**src/rtl/fractional_baud_gen.sv**
```systemverilog
// Fractional baud/oversample tick generator: an NCO phase accumulator whose carry
// is the oversample tick, with a per-bit sample counter deriving mid-bit and baud ticks.
module fractional_baud_gen #(
    parameter int unsigned CLK_FREQ   = 32'd50000000,
    parameter int unsigned ACC_W      = 32'd24,
    parameter int unsigned OVERSAMPLE = 32'd16,
    parameter int unsigned RESET_INCR = 32'd51540
) (
    input  logic                          i_clk,
    input  logic                          i_rst_n,
    input  logic                          i_en,
    input  logic                          i_resync,
    input  logic                          i_load,
    input  logic [ACC_W-1:0]              i_incr,
    output logic                          o_os_tick,
    output logic                          o_mid_tick,
    output logic                          o_baud_tick,
    output logic [$clog2(OVERSAMPLE)-1:0] o_os_cnt
);

    localparam int unsigned       OS_W     = $clog2(OVERSAMPLE);
    localparam logic [OS_W-1:0]   OS_LAST  = OS_W'(OVERSAMPLE - 32'd1);
    localparam logic [OS_W-1:0]   OS_MID   = OS_W'(OVERSAMPLE / 32'd2 - 32'd1);
    localparam logic [ACC_W-1:0]  INCR_RST = ACC_W'(RESET_INCR);

    // Reject configurations the accumulator and sample counter cannot represent.
    generate
        if (ACC_W < 32'd4 || ACC_W > 32'd32 || OVERSAMPLE < 32'd2 ||
            (OVERSAMPLE % 32'd2) != 32'd0 || CLK_FREQ == 32'd0) begin : g_bad_param
            $error("fractional_baud_gen: illegal parameter set");
        end
    endgenerate

    logic [ACC_W-1:0] acc_r;
    logic [ACC_W-1:0] incr_r;
    logic [OS_W-1:0]  os_cnt_r;
    logic             os_tick_r;
    logic             mid_tick_r;
    logic             baud_tick_r;

    logic [ACC_W:0]   sum_s;
    logic             carry_s;
    logic [ACC_W-1:0] acc_nxt_s;
    logic [OS_W-1:0]  os_cnt_nxt_s;
    logic             os_tick_nxt_s;
    logic             mid_tick_nxt_s;
    logic             baud_tick_nxt_s;

    // Next-state: resync beats enable; the accumulator sum is one bit wider to expose the carry.
    always_comb begin
        sum_s           = {1'b0, acc_r} + {1'b0, incr_r};
        carry_s         = sum_s[ACC_W];
        acc_nxt_s       = acc_r;
        os_cnt_nxt_s    = os_cnt_r;
        os_tick_nxt_s   = 1'b0;
        mid_tick_nxt_s  = 1'b0;
        baud_tick_nxt_s = 1'b0;
        if (i_resync) begin
            acc_nxt_s    = {ACC_W{1'b0}};
            os_cnt_nxt_s = {OS_W{1'b0}};
        end else if (!i_en) begin
            acc_nxt_s    = acc_r;
            os_cnt_nxt_s = os_cnt_r;
        end else begin
            acc_nxt_s      = sum_s[ACC_W-1:0];
            os_tick_nxt_s  = carry_s;
            // Mid-bit decision uses the sample index before this carry advances it.
            mid_tick_nxt_s = carry_s && (os_cnt_r == OS_MID);
            if (carry_s && (os_cnt_r == OS_LAST)) begin
                os_cnt_nxt_s    = {OS_W{1'b0}};
                baud_tick_nxt_s = 1'b1;
            end else if (carry_s) begin
                os_cnt_nxt_s = os_cnt_r + OS_W'(1'b1);
            end else begin
                os_cnt_nxt_s = os_cnt_r;
            end
        end
    end

    // Phase, sample index and tick registers.
    always_ff @(posedge i_clk or negedge i_rst_n) begin
        if (!i_rst_n) begin
            acc_r       <= {ACC_W{1'b0}};
            os_cnt_r    <= {OS_W{1'b0}};
            os_tick_r   <= 1'b0;
            mid_tick_r  <= 1'b0;
            baud_tick_r <= 1'b0;
        end else begin
            acc_r       <= acc_nxt_s;
            os_cnt_r    <= os_cnt_nxt_s;
            os_tick_r   <= os_tick_nxt_s;
            mid_tick_r  <= mid_tick_nxt_s;
            baud_tick_r <= baud_tick_nxt_s;
        end
    end

    // Increment register; loading leaves the phase untouched so rate changes are glitch-free.
    always_ff @(posedge i_clk or negedge i_rst_n) begin
        if (!i_rst_n) begin
            incr_r <= INCR_RST;
        end else if (i_load) begin
            incr_r <= i_incr;
        end else begin
            incr_r <= incr_r;
        end
    end

    assign o_os_tick   = os_tick_r;
    assign o_mid_tick  = mid_tick_r;
    assign o_baud_tick = baud_tick_r;
    assign o_os_cnt    = os_cnt_r;

endmodule

```
**config.mk**
```make
export PLATFORM = sky130hd
export DESIGN_NAME = fractional_baud_gen
export DESIGN_NICKNAME = d
export VERILOG_FILES = /design/src/rtl/fractional_baud_gen.sv
export SDC_FILE = /design/constraint.sdc
export NUM_CORES = 1
export LEC_CHECK = 0
export CAP_MARGIN = 20
export CORE_ASPECT_RATIO = 2
export CORE_MARGIN = 4
export CORE_UTILIZATION = 62
export DETAILED_ROUTE_END_ITERATION = 12
export GPL_ROUTABILITY_DRIVEN = 1
export PLACE_DENSITY = 0.86
export SYNTH_ARGS = -nofsm -noshare
export SYNTH_HDL_FRONTEND = slang
export SYNTH_SLANG_ARGS = --single-unit
```
**constraint.sdc**
```tcl
create_clock -name i_clk -period 7.3 [get_ports i_clk]
set_input_delay 1.46 -clock i_clk [delete_from_list [all_inputs] [get_ports i_clk]]
set_output_delay 1.46 -clock i_clk [all_outputs]
set_load 0.02 [all_outputs]
```
# [Word level (Yosys, flattened, before mapping)]
# Cells that the tools add are included.
[word_totals] regBits=55 elab_cells=28 output_inout_bits=7 in_bits=29
[op_classes] n_mux=13 eq_ne=2 reduce_logical=5 addsub=2
[op_table] operator="two-way mux 24 bit" count=2
[op_table] operator="adder 24 x 24 -> 25 bit" count=1
[op_table] operator="two-way mux 4 bit" count=4
[op_table] operator="two-way mux 1 bit" count=7
[op_table] operator="adder 4 x 1 -> 4 bit (second input constant)" count=1
[op_table] operator="equality test 4 x 3 -> 1 bit (second input constant)" count=1
[op_table] operator="equality test 4 bit (second input constant)" count=1
[op_table] operator="nonzero test 3 bit" count=1
[op_table] operator="logical AND 1 bit" count=2
[op_table] operator="AND reduction 2 bit" count=1
[op_table] operator="nonzero test 2 bit" count=1

# [Longest topological paths before layout]
# Gate-level depths: netlist of run 1.
[depth] word_depth=5 ltp_mapped=11 mapped_depth_nobuf=11

# [Worst setup path before layout of run 1]
# OpenSTA, ideal clock, no wires.
[synth_path] path_kind="reg2reg" start="register acc_r[0]" end="register os_cnt_r[2] (netlist: o_os_cnt[2])" required_time_ns=7.173 synth_period_minus_slack_ns=2.595 n_path_buf=0 slack_ns=4.705 arrival_ns=2.468 setup_ns=0.127 stages_incl_launch_ff=12 path_cell_list="dfrtp_1 > ha_1 > inv_1 > fa_1 > nand2b_1 > a21oi_2 > o211ai_2 > nand3b_2 > a31oi_4 > o41a_4 > nor2_1 > mux2_1"
[synth_between] elab_chain_cells=5 word_cells_on_any_way=7
[synth_rtl] element="start, declared" line="34" text="logic [ACC_W-1:0] acc_r;"
[synth_rtl] element="start signal, assigned" line="83" text="acc_r <= {ACC_W{1'b0}};"
[synth_rtl] element="start signal, assigned" line="89" text="acc_r <= acc_nxt_s;"
[synth_rtl] element="adder 24 x 24 -> 25 bit *" line="51" text="sum_s = {1'b0, acc_r} + {1'b0, incr_r};"
[synth_rtl] element="logical AND 1 bit" line="69" text="if (carry_s && (os_cnt_r == OS_LAST)) begin"
[synth_rtl] element="two-way mux 4 bit" line="69"
[synth_rtl] element="two-way mux 4 bit" line="61" text="end else if (!i_en) begin"
[synth_rtl] element="two-way mux 4 bit" line="58" text="if (i_resync) begin"
[synth_rtl] element="end signal, assigned" line="84" text="os_cnt_r <= {OS_W{1'b0}};"
[synth_rtl] element="end signal, assigned" line="90" text="os_cnt_r <= os_cnt_nxt_s;"
[synth_rtl] element="end, declared" line="36" text="logic [OS_W-1:0] os_cnt_r;"
# Mark *: on every way between the ends. The rest lies on a longest branch, timed or not. The select of a mux whose other input is x is not followed.
# A chain may end at the register's enable or synchronous reset.

# [Worst setup path after layout of run 1]
[layout_path] start="register os_cnt_r[3] (netlist: o_os_cnt[3])" end="output o_os_cnt[3]"
[layout_rtl] element="end, declared" line="18" text="output logic [$clog2(OVERSAMPLE)-1:0] o_os_cnt"
# No word-level cell between the ends.

==> results of run 1 <==
-- final cells by class --
| cell class | count | area (um2) |
|---|---|---|
| Sequential cell | 55 | 1390 |
| Fill cell | 415 | 1460 |
| Tap cell | 60 | 75.1 |
| Multi-Input combinational cell | 259 | 1990 |
| Clock inverter | 2 | 12.5 |
| Inverter | 10 | 37.5 |
| Clock buffer | 6 | 72.6 |
| Timing Repair Buffer | 39 | 383 |
-- path summary, 6_finish.rpt --
check	start	end	slack [ns]	cells past startpoint
worst max-delay path	o_os_cnt[3]$_DFFE_PN0P_	o_os_cnt[3]	4.41	1
worst max register to register	incr_r[0]$_DFFE_PN0P_	o_os_cnt[2]$_DFFE_PN0P_	4.42	11
worst min register to register	incr_r[22]$_DFFE_PN0P_	incr_r[22]$_DFFE_PN0P_	0.52	1
min in group asynchronous	i_rst_n	acc_r[6]$_DFFE_PN0P_	1.26	2
max in group asynchronous	i_rst_n	o_mid_tick$_DFF_PN0_	5.56	2
worst min-delay path	incr_r[22]$_DFFE_PN0P_	incr_r[22]$_DFFE_PN0P_	0.52	1
-- kinds of logic after synthesis --
family,count (synthesis),share of synthesized area [%]
xor gates and xnor gates,18,4.54
muxes,42,13.0
DFF,55,39.8
AOI/OAI and AO/OA,74,15.0
and+or+nand+nor,99,15.3
adders and majority gates,26,9.58
buffers and inverters,20,2.81
-- Yosys cell counts, types with 3 or more instances --
cell type	count
inv_1	10
nand3b_1	3
nor3_1	3
xor2_1	3
nor3b_1	5
o21ai_0	13
buf_6	3
nand3_1	8
xnor2_1	15
a31oi_1	4
a21oi_1	19
dfstp_2	7
mux2_2	23
and2_1	5
nand2_1	14
dfrtp_1	48
clkbuf_1	5
a21o_1	13
mux2i_1	18
ha_1	25
a211oi_1	3
nor2_1	34
nand2b_1	10
-- report_power, final --
part           switching (mW)  total [mW]  internal (mW)  leakage (nW)
sequential             0.0266       0.377          0.350         0.689
combinational           0.220       0.409          0.189          1.12
clock                   0.101       0.169         0.0673        0.0412
total                   0.348       0.954          0.607          1.85
-- metal layers --
| layer | global-route usage, % | vias up | routed length (um) |
|---|---|---|---|
| met5 | 0 | - | 0 |
| met4 | 10.4 | 0 | 213 |
| met3 | 4.08 | 20 | 183 |
| met2 | 41.1 | 49 | 3870 |
| met1 | 23.8 | 1305 | 2710 |
| li1 | - | 1269 | - |
-- stage by stage --
step	cell area [um2]	power, mW	setup WS, ns
after global routing	3960	1.03	4.28
after global placement	3860	0.776	4.03
after detailed placement	3860	0.788	3.99
final	3960	0.954	4.41
after floorplan	3480	0.693	4.70
after CTS	3940	0.960	4.33
-- sequential cells by signal, summed over array words and instances, names as in the netlist --
| register | count |
|---|---|
| o_baud_tick | 1 |
| incr_r | 24 |
| o_mid_tick | 1 |
| acc_r | 24 |
| o_os_cnt | 4 |
| o_os_tick | 1 |
==> results.txt, run 1 <==
----------------------------------------------------
[Worst setup path]
  Buffers plus inverters on the worst setup path ... 1
  Category of the worst setup path launch point ... flop
  Family with the most delay on the worst path ... buffers and inverters
  Peak fanout along the critical path ... 5
  Ordered cell list for the critical path ... clkdlybuf4s50_1
  Slowest cell on crit path ... clkdlybuf4s50_1
  Required time worst endpoint ... between 5 and 6 ns
  CP arrival ... around 1.4 ns
  Crit end category ... output port
  Start-to-end type of the worst setup path ... flop to output port
  Largest stage delay, worst path ... 0.64 ns

[Clock tree]
  Number of hold buffers added after CTS ... 0
  Clock transition at the registers of the reported paths ... 0.09 ns
  Clock sink total ... 55
  Clock Latency Late Sink ... between 0.3 and 0.4 ns
  Number of buffers created by CTS ... 5
  Post-CTS Resized ... 0
  Cell chosen for the clock root ... clkbuf_8
  CTS tree ... done
  Level count of the clock H-tree ... 2
  Longest Clk Path Bufs ... 2
  Setup Fix Bufs, Post-CTS ... 0

[Timing]
  RSZ-0062 raised after global routing ... false
  Slew Viols, Final ... 0
  Final hold slack ... 0.520 ns
  Worst Skew ... between 0.0015 and 0.002 ns
  Minimum period implied by the final worst setup slack ... slightly below 3 ns
  Number of hold violations in the final report ... 0
  Worst slew pin tran ... around 0.7 ns
  Final setup violation count ... 0
  Maximum clock frequency ... 0.346 GHz
  Final critical-path share of the clock period ... 39.6%
  Setup TNS ... 0 ns
  Worst slew slack as a fraction of its limit ... between 50% and 60%

[Die]
  Vertical die dimension ... around 110 um
  Standard-cell rows ... 38
  Top-level I/O count ... 36
  Total core area ... around 0.0054 mm2
  Die width ... a little over 60 um
  Die outline area ... between 0.006 and 0.007 mm2
  Initial Util ... 64.1%

[Cells and area]
  Fraction of layout cells with a size suffix above 1 ... roughly 15%
  Layout Cells excl Fill ... approximately 430
  Commonest non-fill, non-tap cells in the layout ... dfrtp_1, nor2_1, clkdlybuf4s50_1
  Ant diodes ... 0
  Fin util ... about three quarters
  Signed area change from the synthesized netlist to the final layout ... 13.9%
  Commonest non-fill, non-tap cell in the layout ... dfrtp_1
  Total number of nets in the final design ... ~430

[Global route]
  Total congestion overflow after global routing ... 0
  Via count of the first global-routing pass ... 2,737
  Global-route wire length before repair ... between 10,000 and 15,000 um
  Initial antenna violation count ... 0
  Pin count of the biggest net entering global routing ... between 50 and 60
  Overall global routing resource usage ... between 20% and 30%

[Placed design]
  Buffers on Ports ... 35
  Routability Congestion ... ~0.88
  HPWL after detailed placement ... ~5000 um
  Number of placed instances with taps included ... ~420

[Synthesis]
  Synth top area share ... approximately a third
  Dominant cells by area after synthesis ... dfrtp_1, ha_1, mux2_2
  Share of flip-flops with an asynchronous set or reset ... 100%
  Unique masters post-synth ... 56
  Post-synth net total ... ~400
  Avg Cell Area, Syn ... around 10 um2
  Warnings, synthesis ... 0
  Most used DFF post-synth ... dfrtp_1
  Largest area contributor in the synthesized netlist ... dfrtp_1
  Fraction of the yosys area taken by sequential cells ... 39.8%
  Number of storage elements in the synthesis netlist ... 55
  Synth Instances ... 334
  Netlist area before placement ... between 0.003 and 0.004 mm2
  Number of flops mapped to enable cells by yosys ... 0

[Route]
  Routed Antenna Nets ... 0
  Via count ... 2,643
  Iteration-0 DRC count of the detailed router ... between 100 and 150
  Drt drc ... 0
  Pre-Repair DR Iteration Count ... 5
  Wire length per cell after detailed routing ... about 16 um
  Total detailed-routing wirelength ... 6980 um
  Mean number of vias per cell ... 6.13

[Run status]
  Outcome ... finished, final reports clean

[Pwr]
  Leak Pwr ... around 1.8 nW
  Cell Pwr Density ... 241 mW/mm2
  Highest ir drop seen on vdd ... about 0.24 mV

[Hold path]
  Worst min-delay path category ... flop to flop

[Job]
  Maxcap violations ... 0

----------------------------------------------------
No activity file was read; power rests on OpenSTA's default activity.
==> inputs of run 2 (changes only) <==
- CORE_UTILIZATION: 62 -> 52
- PLACE_DENSITY: 0.86 -> 0.77
- clock period: 7.3 -> 2.5 ns (I/O delays scaled with it)
==> results.txt, run 2 (same netlist as run 1, synthesis figures left out) <==
----------------------------------------------------
[Timing]
  Worst slew pin tran ... 0.696 ns (was 0.718 ns)
  Worst Skew ... 0.00741 ns (was 0.00187 ns)
  Final setup slack of the worst path ... -0.0217 ns (was 4.41 ns)
  Final setup violation count ... 1 (was 0)
  Final critical-path share of the clock period ... 101%
  RSZ-0062 raised after global routing ... true (was false)
  Maximum clock frequency ... 0.397 GHz
  Final hold slack ... 0.325 ns (was 0.520 ns)
  Number of hold violations in the final report ... 0 (unchanged)
  Slew Viols, Final ... 0 (unchanged)
  Minimum period implied by the final worst setup slack ... 2.52 ns
  Worst slew slack as a fraction of its limit ... 53.6% (was 52.1%)

[Clock tree]
  Clock transition at the registers of the reported paths ... 0.07 ns (was 0.09 ns)
  Clock sink total ... 55 (unchanged)
  Level count of the clock H-tree ... 2 (unchanged)
  CTS tree ... done (unchanged)
  Clock Latency Late Sink ... 0.29 ns (was 0.32 ns)
  Longest Clk Path Bufs ... 2 (unchanged)
  Number of buffers created by CTS ... 5 (unchanged)
  Cell chosen for the clock root ... clkbuf_16 (was clkbuf_8)

[Global route]
  Via count of the first global-routing pass ... 2,872 (was 2,737)
  Global-route wire length before repair ... 12,700 um (was 11,800 um)
  Overall global routing resource usage ... 20.2% (was 22.6%)
  Total congestion overflow after global routing ... 0 (unchanged)
  Initial antenna violation count ... 0 (unchanged)
  Pin count of the biggest net entering global routing ... 56 (unchanged)

[Die]
  Vertical die dimension ... 124 um (was 114 um)
  Initial Util ... 54.2% (was 64.1%)
  Die outline area ... 0.00814 mm2 (was 0.00694 mm2)
  Standard-cell rows ... 41 (was 38)
  Total core area ... 0.00641 mm2 (was 0.00542 mm2)
  Top-level I/O count ... 36 (unchanged)
  Die width ... 65.8 um (was 60.9 um)

[Route]
  Iteration-0 DRC count of the detailed router ... 134 (was 123)
  Total detailed-routing wirelength ... 7510 um (was 6980 um)
  Routed Antenna Nets ... 0 (unchanged)
  Mean number of vias per cell ... 5.65 (was 6.13)
  Pre-Repair DR Iteration Count ... 4 (was 5)
  Wire length per cell after detailed routing ... 16.0 um (was 16.2 um)
  Drt drc ... 0 (unchanged)
  Via count ... 2,661 (was 2,643)

[Worst setup path]
  Family with the most delay on the worst path ... compound AO/OA/AOI/OAI gates (was buffers and inverters)
  Category of the worst setup path launch point ... flop (unchanged)
  Ordered cell list for the critical path ... ha_2, inv_2, fa_2, nand2b_4, a21oi_4, o211ai_2, nand3b_4, a31oi_4, o41a_4, nor2_4, mux2_4 (was clkdlybuf4s50_1)
  Required time worst endpoint ... 2.67 ns (was 5.84 ns)
  Crit end category ... flop (was output port)
  Largest stage delay, worst path ... 0.41 ns (was 0.64 ns)
  Start-to-end type of the worst setup path ... flop to flop (was flop to output port)
  CP arrival ... 2.70 ns (was 1.43 ns)
  Peak fanout along the critical path ... 4 (was 5)
  Slowest cell on crit path ... o41a_4 (was clkdlybuf4s50_1)
  Buffers plus inverters on the worst setup path ... 1 (unchanged)

[Placed design]
  Buffers on Ports ... 35 (unchanged)
  Number of placed instances with taps included ... 462 (was 422)
  DP Worst Slack ... -0.0733 ns (was 3.99 ns)
  HPWL after detailed placement ... 5720 um (was 5130 um)
  Routability Congestion ... 0.943 (was 0.884)

[Cells and area]
  Commonest non-fill, non-tap cell in the layout ... dfrtp_1 (unchanged)
  Layout Cells excl Fill ... 471 (was 431)
  Total number of nets in the final design ... 439 (was 425)
  Signed area change from the synthesized netlist to the final layout ... 21.0% (was 13.9%)
  Fin util ... 65.6% (was 73.0%)
  Fraction of layout cells with a size suffix above 1 ... 20.5% (was 15.1%)
  Count of fill cells added during filler insertion ... 520 (was 415)
  Ant diodes ... 0 (unchanged)
  Commonest non-fill, non-tap cells in the layout ... dfrtp_1, clkdlybuf4s50_1, nor2_1 (was dfrtp_1, nor2_1, clkdlybuf4s50_1)
  Storage cell area ... 0.00139 mm2 (unchanged)
  Area of combinational cells with multiple inputs ... 0.00206 mm2 (was 0.00199 mm2)

[Run status]
  Violations in the final reports ... setup timing
  Outcome ... finished with violations (was finished, final reports clean)

[Job]
  Maxcap violations ... 0 (unchanged)

[Pwr]
  Leak Pwr ... 1.95 nW (was 1.85 nW)
  Highest ir drop seen on vdd ... 0.570 mV (was 0.243 mV)
  Cell Pwr Density ... 734 mW/mm2 (was 241 mW/mm2)

[Hold path]
  Worst min-delay path category ... input pin to asynchronous set/reset pin (was flop to flop)

----------------------------------------------------
-- run 2: changes by cell type in the layout (fill, tap and decap cells not counted), moves of 2 or more --
cell,previous run,this run
buf_4,3,18
clkbuf_16,0,5
clkbuf_8,5,0
a21oi_1,19,17
o21ai_0,13,11
o21ai_1,2,4
-- run 2: timing repair --
| action | CTS | global route |
|---|---|---|
| endpoints found under the setup margin | 2 | 13 |
| setup buffers | 1 | 0 |
| hold buffers | 0 | 0 |
| gates resized for setup | 8 | 6 |
| pin swaps | 0 | 3 |
-- run 2: layout make-up --
class                   count  area share, %
multi-input cells         259           48.9
inverters                  10          0.893
clock inverters             1          0.119
clock buffers               7           3.15
flip-flops and latches     55           32.9
well taps                  86           2.56
repair buffers             53           11.4
-- run 2: power breakdown --
part,switching (mW),total [mW],internal (mW),leakage (nW)
clock,0.307,0.678,0.371,0.0679
sequential,0.0777,1.10,1.02,0.689
combinational,0.687,1.31,0.618,1.19
total,1.07,3.08,2.01,1.95
-- run 2: per-stage QoR --
step	total power [mW]	setup TNS (ns)	area, um2
6_report	3.08	-0.0217	4200
5_1_grt	3.28	-0.796	4200
4_1_cts	3.08	-0.0329	4180
3_5_place_dp	2.38	-0.0895	4010
3_3_place_gp	2.34	0	4010
2_1_floorplan	2.03	0	3490
-- run 2: path summary, 6_finish.rpt --
| kind | start | endpoint | slack, ns | cells after the start |
|---|---|---|---|---|
| worst max register to register | incr_r[0]$_DFFE_PN0P_ | o_os_cnt[2]$_DFFE_PN0P_ | -0.02 | 11 |
| worst min register to register | incr_r[19]$_DFFE_PN0P_ | incr_r[19]$_DFFE_PN0P_ | 0.51 | 1 |
| max in group asynchronous | i_rst_n | acc_r[3]$_DFFE_PN0P_ | 1.70 | 2 |
| worst max-delay path | incr_r[0]$_DFFE_PN0P_ | o_os_cnt[2]$_DFFE_PN0P_ | -0.02 | 11 |
| worst min-delay path | i_rst_n | acc_r[6]$_DFFE_PN0P_ | 0.32 | 2 |
| min in group i_clk | incr_r[19]$_DFFE_PN0P_ | incr_r[19]$_DFFE_PN0P_ | 0.51 | 1 |
-- run 2: layer usage --
metal  GRT usage (%)  vias up  wire, um
met4            8.96        0       196
met2            40.9       36      4400
met5               0        -         0
met3            2.53       12       168
li1                -     1305         -
met1            19.2     1308      2750
